File: config.mk
export PLATFORM = sky130hd
export DESIGN_NAME = consumer_pipe
export DESIGN_NICKNAME = d
export VERILOG_FILES = /design/src/rtl/consumer_pipe.sv
export SDC_FILE = /design/constraint.sdc
export NUM_CORES = 1
export LEC_CHECK = 0
export CAP_MARGIN = 40
export CORE_ASPECT_RATIO = 0.5
export CORE_MARGIN = 8
export CORE_UTILIZATION = 49
export DETAILED_ROUTE_END_ITERATION = 16
export GPL_ROUTABILITY_DRIVEN = 0
export PLACE_DENSITY = 0.74
export SYNTH_ARGS = -nofsm -noshare
export SYNTH_HDL_FRONTEND = slang
export SYNTH_SLANG_ARGS = --single-unit
File: constraint.sdc
create_clock -name sysClk_in -period 3.1 [get_ports sysClk_in]
set_clock_uncertainty 0.05 [all_clocks]
set_input_delay 0.62 -clock sysClk_in [delete_from_list [all_inputs] [get_ports sysClk_in]]
set_output_delay 0.62 -clock sysClk_in [all_outputs]
set_load 0.03 [all_outputs]
File: src/rtl/consumer_pipe.sv
// consumer_pipe: C2F chunk consumer with a pipelined buffer read, a 64-bit
// add/XOR checksum and a programmable minimum dwell before the dtAck_out pulse.
// Optional build macro: CONSUMER_CHUNK_COUNT_EN adds chunkCount_out[31:0].
//
// state   | meaning
// S_IDLE  | waiting for wrIndex_in != rdIndex_in with a non-zero dwell
// S_ISSUE | presenting offsets 1..CHUNK_QWS-1 to the buffer RAM
// S_DRAIN | waiting for the last in-flight beat to be accumulated
// S_WAIT  | counting down the remaining dwell
// S_ACK   | dtAck_out high for this single cycle
module consumer_pipe #(
    parameter int CHUNK_QWS  = 16,
    parameter int IDX_W      = 2,
    parameter int RD_LATENCY = 1,
    localparam int OFF_W     = $clog2(CHUNK_QWS)
) (
    input  logic              sysClk_in,
    input  logic              sysRstN_in,
    input  logic [IDX_W-1:0]  wrIndex_in,
    input  logic [IDX_W-1:0]  rdIndex_in,
    output logic              dtAck_out,
    output logic [OFF_W-1:0]  rdOffset_out,
    input  logic [63:0]       rdData_in,
    output logic [63:0]       csData_out,
    output logic              csValid_out,
    input  logic              csReset_in,
    input  logic              csMode_in,
    input  logic [31:0]       countInit_in,
`ifdef CONSUMER_CHUNK_COUNT_EN
    output logic [31:0]       chunkCount_out,
`endif
    output logic              busy_out
);

    typedef enum logic [2:0] {
        S_IDLE  = 3'd0,
        S_ISSUE = 3'd1,
        S_DRAIN = 3'd2,
        S_WAIT  = 3'd3,
        S_ACK   = 3'd4
    } state_t;

    localparam logic [31:0]      MIN_ACK  = 32'(CHUNK_QWS + RD_LATENCY);
    localparam logic [OFF_W-1:0] LAST_OFF = OFF_W'(CHUNK_QWS - 1);

    state_t                 state_q, state_d;
    logic [OFF_W-1:0]       off_q, off_d;
    logic [31:0]            rem_q, rem_d;
    logic                   mode_q, mode_d;
    logic                   dtack_q;
    logic [63:0]            cs_q;
    logic [RD_LATENCY-1:0]  beat_v_q;
    logic [RD_LATENCY-1:0]  last_v_q;

    logic                   start;
    logic                   issue;
    logic                   issue_last;
    logic                   beat;
    logic                   last_beat;
    logic [31:0]            ack_target;

    assign start      = (state_q == S_IDLE) && (countInit_in != 32'd0) &&
                        (wrIndex_in != rdIndex_in);
    assign issue      = start || (state_q == S_ISSUE);
    assign issue_last = (state_q == S_ISSUE) && (off_q == LAST_OFF);
    assign beat       = beat_v_q[RD_LATENCY-1];
    assign last_beat  = last_v_q[RD_LATENCY-1];
    // The ack can never come before the last beat has landed.
    assign ack_target = (countInit_in > MIN_ACK) ? countInit_in : MIN_ACK;

    // Next-state, offset, dwell countdown and mode latch.
    always_comb begin
        state_d = state_q;
        off_d   = off_q;
        rem_d   = rem_q;
        mode_d  = mode_q;
        // rem_q holds (ack cycle - current cycle) while busy
        if (state_q != S_IDLE && rem_q != 32'd0) begin
            rem_d = rem_q - 32'd1;
        end
        case (state_q)
            S_IDLE: begin
                if (start) begin
                    state_d = S_ISSUE;
                    off_d   = OFF_W'(1);
                    rem_d   = ack_target - 32'd1;
                    mode_d  = csMode_in;
                end
            end
            S_ISSUE: begin
                if (off_q == LAST_OFF) begin
                    off_d   = '0;
                    state_d = S_DRAIN;
                end else begin
                    off_d = off_q + OFF_W'(1);
                end
            end
            S_DRAIN: begin
                if (last_beat) begin
                    state_d = (rem_q <= 32'd1) ? S_ACK : S_WAIT;
                end
            end
            S_WAIT: begin
                if (rem_q <= 32'd1) begin
                    state_d = S_ACK;
                end
            end
            S_ACK: begin
                state_d = S_IDLE;
            end
            default: begin
                state_d = S_IDLE;
            end
        endcase
    end

    // FSM state, offset, countdown and registered ack pulse.
    always_ff @(posedge sysClk_in or negedge sysRstN_in) begin
        if (!sysRstN_in) begin
            state_q <= S_IDLE;
            off_q   <= '0;
            rem_q   <= '0;
            mode_q  <= 1'b0;
            dtack_q <= 1'b0;
        end else begin
            state_q <= state_d;
            off_q   <= off_d;
            rem_q   <= rem_d;
            mode_q  <= mode_d;
            dtack_q <= (state_d == S_ACK);
        end
    end

    // Beat pipe: tracks which RAM responses belong to the current chunk.
    always_ff @(posedge sysClk_in or negedge sysRstN_in) begin
        if (!sysRstN_in) begin
            beat_v_q <= '0;
            last_v_q <= '0;
        end else begin
            beat_v_q[0] <= issue;
            last_v_q[0] <= issue_last;
            for (int i = 1; i < RD_LATENCY; i++) begin
                beat_v_q[i] <= beat_v_q[i-1];
                last_v_q[i] <= last_v_q[i-1];
            end
        end
    end

    // Checksum accumulator; a clear drops any beat landing in the same cycle.
    always_ff @(posedge sysClk_in or negedge sysRstN_in) begin
        if (!sysRstN_in) begin
            cs_q <= '0;
        end else if (csReset_in) begin
            cs_q <= '0;
        end else if (beat) begin
            cs_q <= mode_q ? (cs_q ^ rdData_in) : (cs_q + rdData_in);
        end
    end

`ifdef CONSUMER_CHUNK_COUNT_EN
    logic [31:0] chunk_cnt_q;

    // Consumed-chunk counter, bumped the cycle after each ack.
    always_ff @(posedge sysClk_in or negedge sysRstN_in) begin
        if (!sysRstN_in) begin
            chunk_cnt_q <= '0;
        end else if (csReset_in) begin
            chunk_cnt_q <= '0;
        end else if (dtack_q) begin
            chunk_cnt_q <= chunk_cnt_q + 32'd1;
        end
    end

    assign chunkCount_out = chunk_cnt_q;
`endif

    assign dtAck_out    = dtack_q;
    assign rdOffset_out = off_q;
    assign csData_out   = cs_q;
    assign busy_out     = (state_q != S_IDLE);
    assign csValid_out  = (state_q == S_IDLE) && (wrIndex_in == rdIndex_in);

endmodule

# After elaboration in Yosys (flattened, before gate mapping)
# Cells that the tools add are included.
[totals]
regBits = 107
input_bits = 104
out_inout_bits = 71
word_cells = 53
[op_classes]
n_addsub = 4
magnitude_cmp = 2
eq_ne = 8
mux = 16
n_bitwise = 1
reduce_logical = 14
[op_table]
columns = ["op", "n"]
rows = [
  ["$mux W64", 3],
  ["$mux W32", 4],
  ["$add A64 B64 Y64", 1],
  ["$reduce_bool A32 Y1", 2],
  ["$sub A32 B1 Y32 const B", 2],
  ["$xor A64 B64 Y64", 1],
  ["$gt A32 B5 Y1 const B", 1],
  ["$le A32 B1 Y1 const B", 1],
  ["$mux W3", 5],
  ["$pmux W3 S4", 1],
  ["$mux W4", 2],
  ["$pmux W4 S2", 1],
  ["$eq A3 B2 Y1 const B", 2],
  ["$logic_and A1 B1 Y1", 5],
  ["$add A4 B1 Y4 const B", 1],
  ["$eq A4 B4 Y1 const B", 1],
  ["$reduce_and A2 Y1", 2],
  ["$reduce_bool A2 Y1", 2],
  ["$eq A3 B1 Y1 const B", 1],
  ["$eq A3 B3 Y1 const B", 1],
  ["$logic_not A3 Y1", 1],
  ["$reduce_bool A3 Y1", 1],
  ["$eq A2 B2 Y1", 1],
  ["$ne A2 B2 Y1", 1],
  ["other kinds (2)", 2],
]

# Depth between registers and ports, before layout
# Gate-level depths: netlist (run 1).
[depth]
word_depth = 6
ltp_mapped = 13
ltp_nobuf = 13

# Worst setup path before layout (run 1)
# No wires, ideal clock.
[synth_path]
path_kind = "input port to flip-flop"
start = "in countInit_in[22]"
end = "reg rem_q[24]"
setup_time_ns = 0.078
arrival_ns = 3.422
required_time_ns = 2.972
path_slack_ns = -0.450
cell_stages = 12
n_path_buf = 0
path_cell_list = "or3_1 > nor4_1 > nand4_1 > o21ai_0 > ha_1 > nand2_1 > nor2_1 > nand3_1 > nor4_1 > nand2_1 > xor2_1 > a21oi_1"
[synth_via]
elab_chain_cells = 5
elab_cells_between_ends = 8
classes_between = "add/sub: 1; order compare: 1; mux: 3; reduce/logical: 3"
[synth_rtl]
columns = ["item", "line_no", "rtl"]
rows = [
  ["start: declaration", "28", "input logic [31:0] countInit_in,"],
  ["$gt A32 B5 Y1 / $reduce_bool A32 Y1 (equally long branches)", "69, 62", ""],
  ["$mux W32 / $logic_and A1 B1 Y1 (equally long branches)", "69, 62", ""],
  ["$sub A32 B1 Y32 / $logic_and A1 B1 Y1 (equally long branches)", "86, 62", ""],
  ["$mux W32 *", "83", "if (start) begin"],
  ["$mux W32 *", "81", "case (state_q)"],
  ["net rem_d[24]", "48", "logic [31:0] rem_q, rem_d;"],
  ["end signal: assignment", "128", "rem_q <= rem_d;"],
  ["end: declaration", "48", ""],
]
# The timed path passes the listed nets; every way through them passes the cells marked *.
# A chain may end at the register's enable or synchronous reset.

# Worst setup path in the final report (run 1)
[layout_path]
start = "in rdData_in[17]"
end = "reg cs_q[62], in the netlist csData_out[62]"
[layout_via]
elab_chain_cells = 4
[layout_rtl]
columns = ["item", "line_no", "rtl"]
rows = [
  ["start: declaration", "23", "input logic [63:0] rdData_in,"],
  ["$add A64 B64 Y64", "156", "cs_q <= mode_q ? (cs_q ^ rdData_in) : (cs_q + rdData_in);"],
  ["$mux W64", "156", ""],
  ["$mux W64", "155", "end else if (beat) begin"],
  ["$mux W64", "153", "end else if (csReset_in) begin"],
  ["end signal: assignment", "156", ""],
  ["end: declaration", "51", "logic [63:0] cs_q;"],
]
# No other way between the ends. The select of a mux whose other input is x is not followed.

==> flow_summary_export.csv, run 1 <==
group,metric,value,unit
status,outcome,"finished with violations",
status,violations,"setup timing",
worst_setup_path,start_kind,"input port",
power,leakage,0.00673,uW
logic_synthesis,synth_cells,1217,
detailed_routing,vias,12000,
global_routing,grt_pass1_wl,57300,um
logic_synthesis,ys_ff_latch,107,
logic_synthesis,synth_edf_count,0,
floorplan,rows,36,
detailed_routing,dr.pass1.iters,7,
logic_synthesis,ys_seq_area_frac,0.280,
clock_tree,cts_made_buffers,9,
clock_tree,cts_root_buf,"clkbuf_16",
detailed_routing,via_per_inst,6.12,
logic_synthesis,async_flop_share,1.00,
placement,io_buffers,174,
worst_hold_path,hp-class,"in -> async",
floorplan,fp.dieW,213,um
clock_tree,htreeDepth,3,
power,power_density,211,nW/um2
detailed_routing,wl_per_cell,19.7,um
logic_synthesis,syn_area_per_cell,7.85,um2
placement,dpl.hpwl,27500,um
cells_and_area,antennaDiodeCount,0,
timing,grt_setup_unrepaired,"true",
cells_and_area,syn_to_final_growth,61.7,%
worst_setup_path,ff2ff_setup_slack,30,ps
logic_synthesis,mappedNetlistArea,9550,um2
worst_setup_path,critPathKind,"in -> reg",
detailed_routing,ant_nets,0,
timing,layout_setup_ws,-24.1,ps
floorplan,die_area,24500,um2
cells_and_area,fin_nets,1864,
clock_tree,clk_latency,380,ps
worst_setup_path,worstPathMaxFanout,3,
detailed_routing,drt-initial-drc-count,1260,
timing,clock.fmax,0.320,GHz
logic_synthesis,yosys_warnings,0,
timing,worst_pin_slew,649,ps
global_routing,grt_use_met3,0.0653,
clock_tree,clk_pin_slew,80,ps
cells_and_area,drive_above_1_share,0.313,
floorplan,die_y,115,um
cells_and_area,layout.cells.non_filler,1963,
worst_setup_path,timing.rr.end,"rem_q[7]",
clock_tree,cts_num_sinks,107,
worst_setup_path,cp.required,3320,ps
clock_tree,cts_tree,"built",
worst_setup_path,endpoint_kind,"register",
global_routing,grtUsageMet1,0.336,
clock_tree,clk_path_buf_depth,2,
global_routing,grtUsageMet2,0.508,
worst_setup_path,path_delay_family,"compound AO/OA/AOI/OAI gates",
floorplan,boundaryPins,175,
placement,dp.cells,1919,
timing,finalCritPeriodShare,1.01,
logic_synthesis,synth_ff_type,"dfrtp_1",
cells_and_area,mostFrequentLayoutCell,"buf_4",
timing,slew_headroom,0.567,
timing,layout_min_cycle_time,3120,ps
global_routing,grt_pass1_vias,11700,
worst_setup_path,cp_cell_sequence,"clkdlybuf4s50_1 > ha_4 > buf_4 > a21oi_1 > o21ai_0 > nor3_1 > buf_4 > a211oi_4 > o21ai_2 > a21oi_1 > or4b_4 > a32o_1",
detailed_routing,drcViolationCount,0,
worst_setup_path,cp.arrival,3340,ps
global_routing,grt_busiest_layer,"met2",
worst_setup_path,reg2reg_from,"rem_q[19]",
global_routing,grt_max_degree,51,
timing,drv_slew,0,
worst_setup_path,cpMaxStageDelayCell,"or4b_4",
power,ir_worst_vdd,219,uV
placement,placed_cell_area,14000,um2
floorplan,initial_core_util,0.496,
logic_synthesis,synthesis.nets,1389,
global_routing,grt_overflow,0,
cells_and_area,most-common-layout-cells,"buf_4 (350), nor2_1 (139), clkdlybuf4s50_1 (127), nand2_1 (110), dfrtp_1 (106)",
run,maxCapViolCount,0,
timing,hold_violations,0,
clock_tree,postCtsHoldBufs,0,
timing,setup_viol,1,
worst_setup_path,slowest_delay,480,ps
global_routing,antenna_found_initial,1,
logic_synthesis,synth.distinct_cells,69,
global_routing,grt_usage,0.286,
worst_setup_path,r2r_cells,10,
cells_and_area,final_area,15400,um2
worst_setup_path,path_buf_inv,3,
floorplan,core,19300,um2
detailed_routing,routed_wl,38700,um
## report_power, final
group            switching (uW)  internal (uW)
clock network               601            579
logic                       326            355
registers      0.00000000000485           1390
total                       927           2330
## stage by stage
stage                     total power, uW  setup WS [ps]  setup TNS [ps]  hold slack [ps]   util
after detailed placement             2030           -740          -28140              462  0.724
after global routing                 3370           -107            -595              262  0.801
after CTS                            3220          -14.3           -18.7              235  0.763
final                                3260          -24.1           -24.1              218  0.801
after floorplan                      1630           -169            -584              274      -
after global placement               2010           -639          -24560              446  0.724
## state kept, by name (all words and copies together) (netlist names)
name	count
last_beat	1
state_q	3
csData_out	64
rdOffset_out	4
dtAck_out	1
mode_q	1
beat	1
rem_q	32
## worst max path at each step
stage,startpoint,end,cells after the start
after global routing,countInit_in[5],rem_q[14],14
after global placement,rdData_in[9],csData_out[49],12
final,rdData_in[17],csData_out[62],12
after CTS,rdData_in[21],csData_out[58],13
after detailed placement,rdData_in[9],csData_out[58],13
after floorplan,countInit_in[22],rem_q[24],12
## layer usage
layer | share of wire | wire (um)
met1 | 0.38 | 14900
met2 | 0.49 | 19000
met3 | 0.085 | 3290
met4 | 0.037 | 1440
met5 | 0.00034 | 13
## timing repair
item,in CTS,in global routing
cloned,0,0
endpoints found under the setup margin,42,51
buffers inserted,9,19
endpoints found under the hold margin,0,0
gates resized for setup,87,128
pin swaps,37,72
## Yosys cell counts, types with 5 or more instances
cell type / count / share of area
a211oi_1: 43 / 0.034
a21o_1: 37 / 0.029
a21oi_1: 117 / 0.061
a221oi_1: 6 / 0.0055
a311oi_1: 5 / 0.0046
a31oi_1: 9 / 0.0059
and2_1: 10 / 0.0065
and3_1: 7 / 0.0046
and4_1: 5 / 0.0046
clkbuf_1: 63 / 0.025
dfrtp_1: 107 / 0.28
ha_1: 67 / 0.088
inv_1: 19 / 0.0075
mux2i_1: 11 / 0.012
nand2_1: 114 / 0.045
nand2b_1: 7 / 0.0046
nand3_1: 21 / 0.011
nand3b_1: 5 / 0.0039
nand4_1: 32 / 0.021
nor2_1: 142 / 0.056
nor2b_1: 9 / 0.0059
nor3_1: 35 / 0.018
nor3b_1: 5 / 0.0039
nor4_1: 19 / 0.012
o211ai_1: 9 / 0.0071
o21a_1: 10 / 0.0079
o21ai_0: 87 / 0.046
o21ai_1: 6 / 0.0031
o21bai_1: 11 / 0.0086
or2_2: 6 / 0.0039
or3_1: 17 / 0.011
or4_1: 7 / 0.0055
xnor2_1: 66 / 0.061
xor2_1: 41 / 0.038
## kinds of logic after synthesis
group	count (synthesis)	share of synthesized area
buffers and inverters	84	0.0333
AND/OR/NAND/NOR	453	0.230
adder cells (fa/ha/maj)	68	0.0898
XOR/XNOR	107	0.0981
multiplexers	11	0.0115
flip-flops	107	0.280
AO/OA/AOI/OAI	387	0.257
## area by class of cell
class / instances / area [um2]
Tap cell: 266 / 333
Sequential cell: 107 / 2680
Inverter: 19 / 71.3
Fill cell: 1232 / 3830
Timing Repair Buffer: 529 / 4500
Clock inverter: 6 / 47.5
Clock buffer: 10 / 239
Multi-Input combinational cell: 1026 / 7580
## worst reg2reg max path, cell delays in order (launching register included)
cell	delay, ps
dfrtp_1	410
or4_4	550
or4_4	430
or4_4	600
nor3_4	210
or2b_4	200
buf_4	110
nor4_1	40
xor2_1	170
nor2_1	70
a21oi_1	160
(Power assumes the default switching activity.)
==> inputs of run 2 (changes only) <==
--- a/config.mk
+++ b/config.mk
@@ -6,12 +6,14 @@
 export NUM_CORES = 1
 export LEC_CHECK = 0
 export CAP_MARGIN = 40
+export CELL_PAD_IN_SITES_DETAIL_PLACEMENT = 0
+export CELL_PAD_IN_SITES_GLOBAL_PLACEMENT = 1
 export CORE_ASPECT_RATIO = 0.5
 export CORE_MARGIN = 8
-export CORE_UTILIZATION = 49
+export CORE_UTILIZATION = 36
 export DETAILED_ROUTE_END_ITERATION = 16
 export GPL_ROUTABILITY_DRIVEN = 0
-export PLACE_DENSITY = 0.74
+export PLACE_DENSITY = 0.75
 export SYNTH_ARGS = -nofsm -noshare
 export SYNTH_HDL_FRONTEND = slang
 export SYNTH_SLANG_ARGS = --single-unit
==> flow_summary_export.csv, run 2 (synthesis results as in run 1) <==
group,metric,value,unit
cells_and_area,fillers,2323,
detailed_routing,via_per_inst,5.45,
cells_and_area,mostFrequentLayoutCell,"buf_4",
cells_and_area,seq_area,2680,um2
floorplan,fp.dieW,246,um
power,ir_worst_vdd,279,uV
placement,dpl.hpwl,28200,um
detailed_routing,vias,11200,
worst_setup_path,endpoint_kind,"register",
worst_setup_path,worstPathMaxFanout,5,
worst_setup_path,cp_cell_sequence,"clkdlybuf4s50_1 > ha_4 > nand2_1 > or4_4 > a211oi_4 > o21ai_2 > buf_4 > a311oi_2 > nand4_1 > a32o_1",
global_routing,grt_pass1_wl,57800,um
worst_setup_path,cp.required,3320,ps
timing,slew_headroom,0.416,
clock_tree,postCtsHoldBufs,0,
timing,setup_viol,2,
floorplan,boundaryPins,175,
cells_and_area,most-common-layout-cells,"buf_4 (354), nor2_1 (139), clkdlybuf4s50_1 (122), nand2_1 (111), dfrtp_1 (106)",
floorplan,core,26300,um2
status,violations,"setup timing",
detailed_routing,ant_nets,0,
cells_and_area,drive_above_1_share,0.311,
worst_setup_path,start_kind,"input port",
worst_hold_path,hp-class,"in -> async",
run,maxCapViolCount,0,
detailed_routing,routed_wl,36400,um
clock_tree,cts_tree,"built",
clock_tree,htreeDepth,3,
status,outcome,"finished with violations",
timing,drv_slew,0,
timing,hold_violations,0,
power,power_density,213,nW/um2
floorplan,rows,42,
worst_setup_path,cpMaxStageDelayCell,"or4_4",
cells_and_area,syn_to_final_growth,63.1,%
worst_setup_path,cp.arrival,3340,ps
cells_and_area,largest_reg_flops,64,
clock_tree,cts_made_buffers,9,
cells_and_area,fin_nets,1869,
detailed_routing,wl_per_cell,17.7,um
clock_tree,clk_path_buf_depth,2,
placement,place_ws,-818,ps
floorplan,initial_core_util,0.364,
global_routing,grt_pass1_vias,11500,
floorplan,die_area,32300,um2
cells_and_area,antennaDiodeCount,0,
power,leakage,0.00669,uW
global_routing,antenna_found_initial,0,
placement,io_buffers,174,
timing,grt_setup_unrepaired,"true",
clock_tree,cts_root_buf,"clkbuf_16",
detailed_routing,drt-initial-drc-count,691,
worst_setup_path,slowest_delay,590,ps
global_routing,grt_overflow,0,
timing,clock.fmax,0.321,GHz
detailed_routing,dr.pass1.iters,5,
worst_setup_path,critPathKind,"in -> reg",
cells_and_area,multiInputGateArea,7570,um2
clock_tree,cts_num_sinks,107,
timing,finalCritPeriodShare,1.01,
clock_tree,clk_pin_slew,80,ps
timing,hold_ws,94.0,ps
global_routing,grt_usage,0.215,
global_routing,grt_max_degree,51,
timing,worst_pin_slew,868,ps
timing,layout_setup_ws,-19.1,ps
timing,layout_min_cycle_time,3120,ps
clock_tree,clk_latency,390,ps
floorplan,die_y,131,um
detailed_routing,drcViolationCount,0,
==> run 2: cell types whose count changed in the layout (fill, tap and decap cells not counted), moves of 3 or more <==
cell / previous run / this run
a21oi_1: 90 / 102
dlymetal6s2s_1: 31 / 21
a21oi_2: 22 / 13
dlygate4sd2_1: 13 / 21
clkdlybuf4s50_1: 127 / 122
buf_4: 350 / 354
clkbuf_2: 0 / 4
nor3_1: 24 / 28
nor3_2: 10 / 6
a21oi_4: 5 / 2
clkdlybuf4s15_1: 1 / 4
ha_4: 35 / 38
==> run 2: final timing paths <==
path                                      from              to  slack [ps]  cells past startpoint
worst min register to register  csData_out[46]  csData_out[46]         480                      2
worst min-delay path                sysRstN_in        rem_q[4]          90                      1
min in group sysClk_in          csData_out[46]  csData_out[46]         480                      2
max in group asynchronous           sysRstN_in  csData_out[24]        2210                      2
worst max-delay path             rdData_in[32]  csData_out[62]         -20                     10
worst max register to register   csData_out[0]  csData_out[62]          70                     12
==> run 2: critical path: cells and delay by family <==
kind                     cells  cell delay (ps)
adder cells (fa/ha/maj)      1              320
buffers and inverters        2              600
AND/OR/NAND/NOR              3              830
AO/OA/AOI/OAI                4              980
==> run 2: per-stage QoR <==
step	util	cell area, um2	std cells	total power (uW)	setup TNS (ps)
5_1_grt	0.593	15600	2054	3470	-276
3_5_place_dp	0.538	14100	2013	2030	-31000
3_3_place_gp	0.538	14100	2013	2020	-26770
4_1_cts	0.573	15000	2043	3340	0
6_report	0.593	15600	2054	3330	-24.1
2_1_floorplan	-	9640	1217	1630	-584
==> run 2: report_power, final <==
group / switching (uW) / internal, uW
registers: 0.00000000000471 / 1390
clock network: 611 / 666
logic: 309 / 344
total: 920 / 2400
==> run 2: cell type report <==
| cell class | instances | area share |
|---|---|---|
| Timing Repair Buffer | 534 | 0.289 |
| Multi-Input combinational cell | 1026 | 0.486 |
| Tap cell | 352 | 0.0283 |
| Sequential cell | 107 | 0.172 |
| Clock inverter | 6 | 0.00506 |
| Clock buffer | 10 | 0.0153 |
| Inverter | 19 | 0.00458 |
==> run 2: what timing repair did <==
item / in CTS / in global routing
pin swaps: 56 / 63
buffers inserted: 15 / 12
resized for setup: 116 / 103
endpoints found under the setup margin: 44 / 48
hold endpoints to repair: 0 / 0
gates cloned: 0 / 0
==> run 2: metal layers <==
layer / vias to the layer above / GRT usage / wire (um)
met5: - / 0 / 0
li1: 5428 / - / -
met4: 0 / 0.0687 / 947
met1: 5397 / 0.258 / 15400
met2: 301 / 0.383 / 18200
met3: 59 / 0.0435 / 1890
